`src/rtl/multiplicador_if.sv`:
```
// Handshake and data bundle for the sequential multiplicador.
interface multiplicador_if #(
    parameter int N = 8
);
    logic         load;
    logic [N-1:0] x;
    logic [N-1:0] y;
    logic [N-1:0] A;
    logic [N-1:0] MQ;
    logic         busy;
    logic         done;

    modport master (output load, x, y, input A, MQ, busy, done);
    modport slave  (input load, x, y, output A, MQ, busy, done);
endinterface

```
`src/rtl/multiplicador.sv`:
```
// N-cycle iterative multiplier; product appears on {A,MQ}.
// Define MULTIPLICADOR_SIGNED_EN for radix-2 Booth (two's complement), else unsigned shift-add.
module multiplicador #(
    parameter int N = 8
) (
    input  logic          clk,
    input  logic          rst_n,
    multiplicador_if.slave bus
);
    localparam int CW = $clog2(N + 1);

    typedef enum logic [1:0] {IDLE, RUN, FIN} state_t;

    state_t        state, state_d;
    logic [N:0]    acc, acc_d;
    logic [N-1:0]  mq, mq_d;
    logic [N-1:0]  m, m_d;
    logic [CW-1:0] cnt, cnt_d;
    logic [N:0]    mext;
    logic [N:0]    sum;
    logic [N:0]    acc_sh;
`ifdef MULTIPLICADOR_SIGNED_EN
    logic          q1, q1_d;
`endif

    always_ff @(posedge clk) begin
        if (!rst_n) begin
            state <= IDLE;
            acc   <= '0;
            mq    <= '0;
            m     <= '0;
            cnt   <= '0;
`ifdef MULTIPLICADOR_SIGNED_EN
            q1    <= 1'b0;
`endif
        end else begin
            state <= state_d;
            acc   <= acc_d;
            mq    <= mq_d;
            m     <= m_d;
            cnt   <= cnt_d;
`ifdef MULTIPLICADOR_SIGNED_EN
            q1    <= q1_d;
`endif
        end
    end

    // Add/subtract step followed by the one-bit right shift of the accumulator.
    always_comb begin
`ifdef MULTIPLICADOR_SIGNED_EN
        mext = {m[N-1], m};
        case ({mq[0], q1})
            2'b01:   sum = acc + mext;
            2'b10:   sum = acc - mext;
            default: sum = acc;
        endcase
        acc_sh = {sum[N], sum[N:1]};
`else
        mext   = {1'b0, m};
        sum    = mq[0] ? (acc + mext) : acc;
        acc_sh = {1'b0, sum[N:1]};
`endif
    end

    always_comb begin
        state_d = state;
        acc_d   = acc;
        mq_d    = mq;
        m_d     = m;
        cnt_d   = cnt;
`ifdef MULTIPLICADOR_SIGNED_EN
        q1_d    = q1;
`endif
        case (state)
            IDLE: state_d = IDLE;
            RUN: begin
                acc_d = acc_sh;
                mq_d  = {sum[0], mq[N-1:1]};
`ifdef MULTIPLICADOR_SIGNED_EN
                q1_d  = mq[0];
`endif
                cnt_d = cnt - 1'b1;
                if (cnt == CW'(1))
                    state_d = FIN;
            end
            FIN:     state_d = IDLE;
            default: state_d = IDLE;
        endcase
        // A load overrides whatever the current state would do, including an in-flight run.
        if (bus.load) begin
            m_d     = bus.x;
            acc_d   = '0;
            mq_d    = bus.y;
`ifdef MULTIPLICADOR_SIGNED_EN
            q1_d    = 1'b0;
`endif
            cnt_d   = CW'(N);
            state_d = RUN;
        end
    end

    assign bus.A    = acc[N-1:0];
    assign bus.MQ   = mq;
    assign bus.busy = (state == RUN);
    assign bus.done = (state == FIN);
endmodule

```
`src/flat_wrapper.sv`:
```
// flat-port wrapper written by rule: the top's interface ports become plain ports
module multiplicador_flat 
#(
    parameter int N = 8
)
  (clk, rst_n, bus_load, bus_x, bus_y, bus_A, bus_MQ, bus_busy, bus_done);
  multiplicador_if #(.N(N)) bus_i ();
  input  logic clk;
  input  logic rst_n;
  input wire logic [$bits(bus_i.load)-1:0] bus_load;
  input wire logic [$bits(bus_i.x)-1:0] bus_x;
  input wire logic [$bits(bus_i.y)-1:0] bus_y;
  output wire logic [$bits(bus_i.A)-1:0] bus_A;
  output wire logic [$bits(bus_i.MQ)-1:0] bus_MQ;
  output wire logic [$bits(bus_i.busy)-1:0] bus_busy;
  output wire logic [$bits(bus_i.done)-1:0] bus_done;
  assign bus_i.load = bus_load;
  assign bus_i.x = bus_x;
  assign bus_i.y = bus_y;
  assign bus_A = bus_i.A;
  assign bus_MQ = bus_i.MQ;
  assign bus_busy = bus_i.busy;
  assign bus_done = bus_i.done;
  multiplicador #(.N(N)) u_core (.clk(clk), .rst_n(rst_n), .bus(bus_i));
endmodule
```
`config.mk`:
```
export PLATFORM = sky130hd
export DESIGN_NAME = multiplicador_flat
export DESIGN_NICKNAME = d
export VERILOG_FILES = /design/src/rtl/multiplicador_if.sv /design/src/rtl/multiplicador.sv /design/src/flat_wrapper.sv
export SDC_FILE = /design/constraint.sdc
export NUM_CORES = 1
export LEC_CHECK = 0
export CORE_MARGIN = 5
export CORE_UTILIZATION = 61
export DETAILED_ROUTE_END_ITERATION = 8
export DONT_BUFFER_PORTS = 1
export PLACE_DENSITY = 0.88
export SYNTH_ARGS = -nofsm -noshare
export SYNTH_HDL_FRONTEND = slang
export SYNTH_SLANG_ARGS = --single-unit
```
`constraint.sdc`:
```
create_clock -name clk -period 5.1 [get_ports clk]
set_input_delay 0.765 -clock clk [delete_from_list [all_inputs] [get_ports clk]]
set_output_delay 0.765 -clock clk [all_outputs]
set_load 0.03 [all_outputs]
```
==> results.yml <==
global_route:
  grt_max_degree: 29
  grt_first_pass_wirelength_mm: 5.75
  grt_usage: 0.205
  antenna_found_initial: 0
  grt_pass1_vias: 1318
  grt.overflow.total: 0
timing:
  layout_setup_ws_ns: 2.93
  drv_slew: 0
  worst_pin_slew_ns: 0.913
  slew_headroom: 0.391
  rsz0062_at_grt: "false"
  fin_setup_tns_ns: 0
  setup_viol: 0
  min_period_ns: 2.17
  hold_viol_final: 0
  period_share: 0.426
  max_freq_ghz: 0.460
  fin_skew_ns: 0.0116
place:
  gp_congestion: 0.857
  place_ws_ns: 2.97
  place_hpwl_mm: 2.44
  portBuffers: 0
clock_network:
  cts_resized: 0
  cts_inserted_buffers: 5
  postCtsSetupRepairBufs: 0
  cts_hold_repair.buffers: 0
  htree_levels: 2
  clock_path_buffers: 2
  tritoncts: "yes"
  clkLatencyLatePin_ns: 0.32
  clock-sinks: 30
  clkTransAtPathRegs_ns: 0.08
  root_buffer: "clkbuf_4"
synthesis:
  yosys_warnings: 0
  synth-main-ff-cell: "dfxtp_1"
  netlist_instances: 181
  ys_seq_elements: 30
  synth_edf_count: 0
  synth-async-reset-ratio: 0
  syn-num-nets: 211
  syn_avg_cell_area_um2: 9.10
  ys_seq_area_frac: 0.365
  synth_cell_types: 37
  syn_area_mm2: 0.00165
cells_and_area:
  diodes: 0
  area_growth_pct: 1.67
  num-fill-cells: 203
  nNetsFinal: 207
  mostFrequentLayoutCells: "30 x dfxtp_1, 17 x mux2i_1, 14 x nor2b_1, 13 x nand2_1, 12 x a21oi_1"
  regArea_um2: 601
  drive_above_1_share: 0.0852
  layout_commonest_cell: "dfxtp_1"
  multi_input_area_um2: 960
job:
  maxCapViolCount: 0
setup_path:
  slowest_stage: "dfxtp_1"
  cp-end-kind: "register"
  crit_buf_inv: 1
  worstPathArrival_ns: 2.37
  critical_path_required_ns: 5.30
  max_stage_delay_ns: 0.58
  cp-start-kind: "register"
  cp_top_family: "adder cells"
  worstSetupPathType: "reg2reg"
  critPathMaxFanout: 4
  crit_chain: "ha_1 -> inv_1 -> fa_1 -> nor2b_4 -> o31ai_2 -> a21oi_2 -> mux2i_1 -> nor3_2"
floorplanning:
  dieArea_mm2: 0.00384
  initial_utilization: 0.653
  pin_count: 37
  fp.dieH_um: 62.0
  placementRows: 18
  core_mm2: 0.00252
  fp.dieW_um: 62.0
drt:
  wire_per_inst_um: 16.3
  wirelength_mm: 3.35
  vias: 1240
  firstDrtPassIters: 6
  routed_via_density: 6.02
  drc_errors: 0
  postRouteAntennaNets: 0
  detailedRoute.firstIterationViolations: 34
power_and_ir_drop:
  p_leak_nw: 0.667
  power_density_mw_per_mm2: 272
  ir_worst_vdd_mv: 0.249
worst_hold_path:
  hold_path.class: "reg2reg"
status:
  status: "complete, no violations"
==> logic make-up after synthesis <==
group                    share of synthesized area
buffers and inverters                       0.0524
adder cells (fa/ha/maj)                     0.0881
multiplexers                                 0.103
AO/OA/AOI/OAI                                0.156
AND/OR/NAND/NOR                              0.198
flip-flops                                   0.365
XOR/XNOR                                    0.0372
==> Yosys cell counts, types with 2 or more instances <==
| cell type | n | area [µm²] |
|---|---|---|
| dfxtp_1 | 30 | 601 |
| a21oi_1 | 12 | 60.1 |
| clkbuf_1 | 5 | 18.8 |
| nand2_1 | 13 | 48.8 |
| nor3b_1 | 3 | 22.5 |
| a31oi_1 | 3 | 18.8 |
| mux2i_1 | 17 | 170 |
| a21o_1 | 2 | 15.0 |
| buf_6 | 2 | 22.5 |
| nor3_1 | 2 | 10.0 |
| nor2_1 | 10 | 37.5 |
| buf_2 | 4 | 20.0 |
| o211ai_1 | 2 | 15.0 |
| inv_1 | 5 | 18.8 |
| o21a_1 | 2 | 15.0 |
| nor2b_1 | 14 | 87.6 |
| o21ai_0 | 9 | 45.0 |
| and2_1 | 6 | 37.5 |
| a211oi_1 | 4 | 30.0 |
| nand3_1 | 5 | 25.0 |
| ha_1 | 10 | 125 |
| xor2_1 | 4 | 35.0 |
| xnor2_1 | 3 | 26.3 |
==> worst min-delay path, stage by stage, from the launching register on <==
cell,delay (ns)
dfxtp_1,0.33
nor2_1,0.10
a211oi_1,0.05
==> worst paths after layout <==
check	from	to	cells past startpoint	slack, ns
worst max-delay path	u_core.acc[0]	u_core.acc[5]	8	2.93
worst min-delay path	u_core.cnt[1]	u_core.cnt[1]	2	0.52
worst max register to register	u_core.acc[0]	u_core.acc[5]	8	2.93
worst min register to register	u_core.cnt[1]	u_core.cnt[1]	2	0.52
==> registers in the layout, indices dropped and copies added, names as in the netlist <==
| name | flops |
|---|---|
| u_core.bus.MQ | 8 |
| u_core.acc | 8 |
| u_core.cnt | 4 |
| u_core.state | 2 |
| u_core.m | 8 |
==> per-stage QoR <==
stage | cell area, µm² | hold slack, ns | total power, mW | cells | utilization
after floorplan | 1650 | 0.484 | 0.324 | 181 | -
after global placement | 1620 | 0.495 | 0.324 | 200 | 0.643
after detailed placement | 1620 | 0.505 | 0.328 | 200 | 0.643
after CTS | 1670 | 0.515 | 0.460 | 206 | 0.664
after global routing | 1670 | 0.551 | 0.484 | 206 | 0.664
final | 1670 | 0.517 | 0.455 | 206 | 0.664
==> power breakdown <==
group / internal, mW / switching [mW] / leakage (nW)
Sequential: 0.246 / 0.0219 / 0.246
Combinational: 0.0254 / 0.0291 / 0.390
Clock: 0.0620 / 0.0715 / 0.0302
==> layer usage <==
layer,global-route usage,vias up,routed length [µm]
met5,0,-,0
met4,0.0909,0,40
met3,0.0764,4,237
met2,0.346,34,1730
met1,0.230,584,1340
li1,-,618,-
==> area by class of cell <==
class / instances / share of cell area
multi-input cells: 134 / 0.573
inverters: 6 / 0.0149
flip-flops and latches: 30 / 0.359
clock buffers: 6 / 0.0306
well taps: 30 / 0.0224
(Power assumes the default switching activity.)
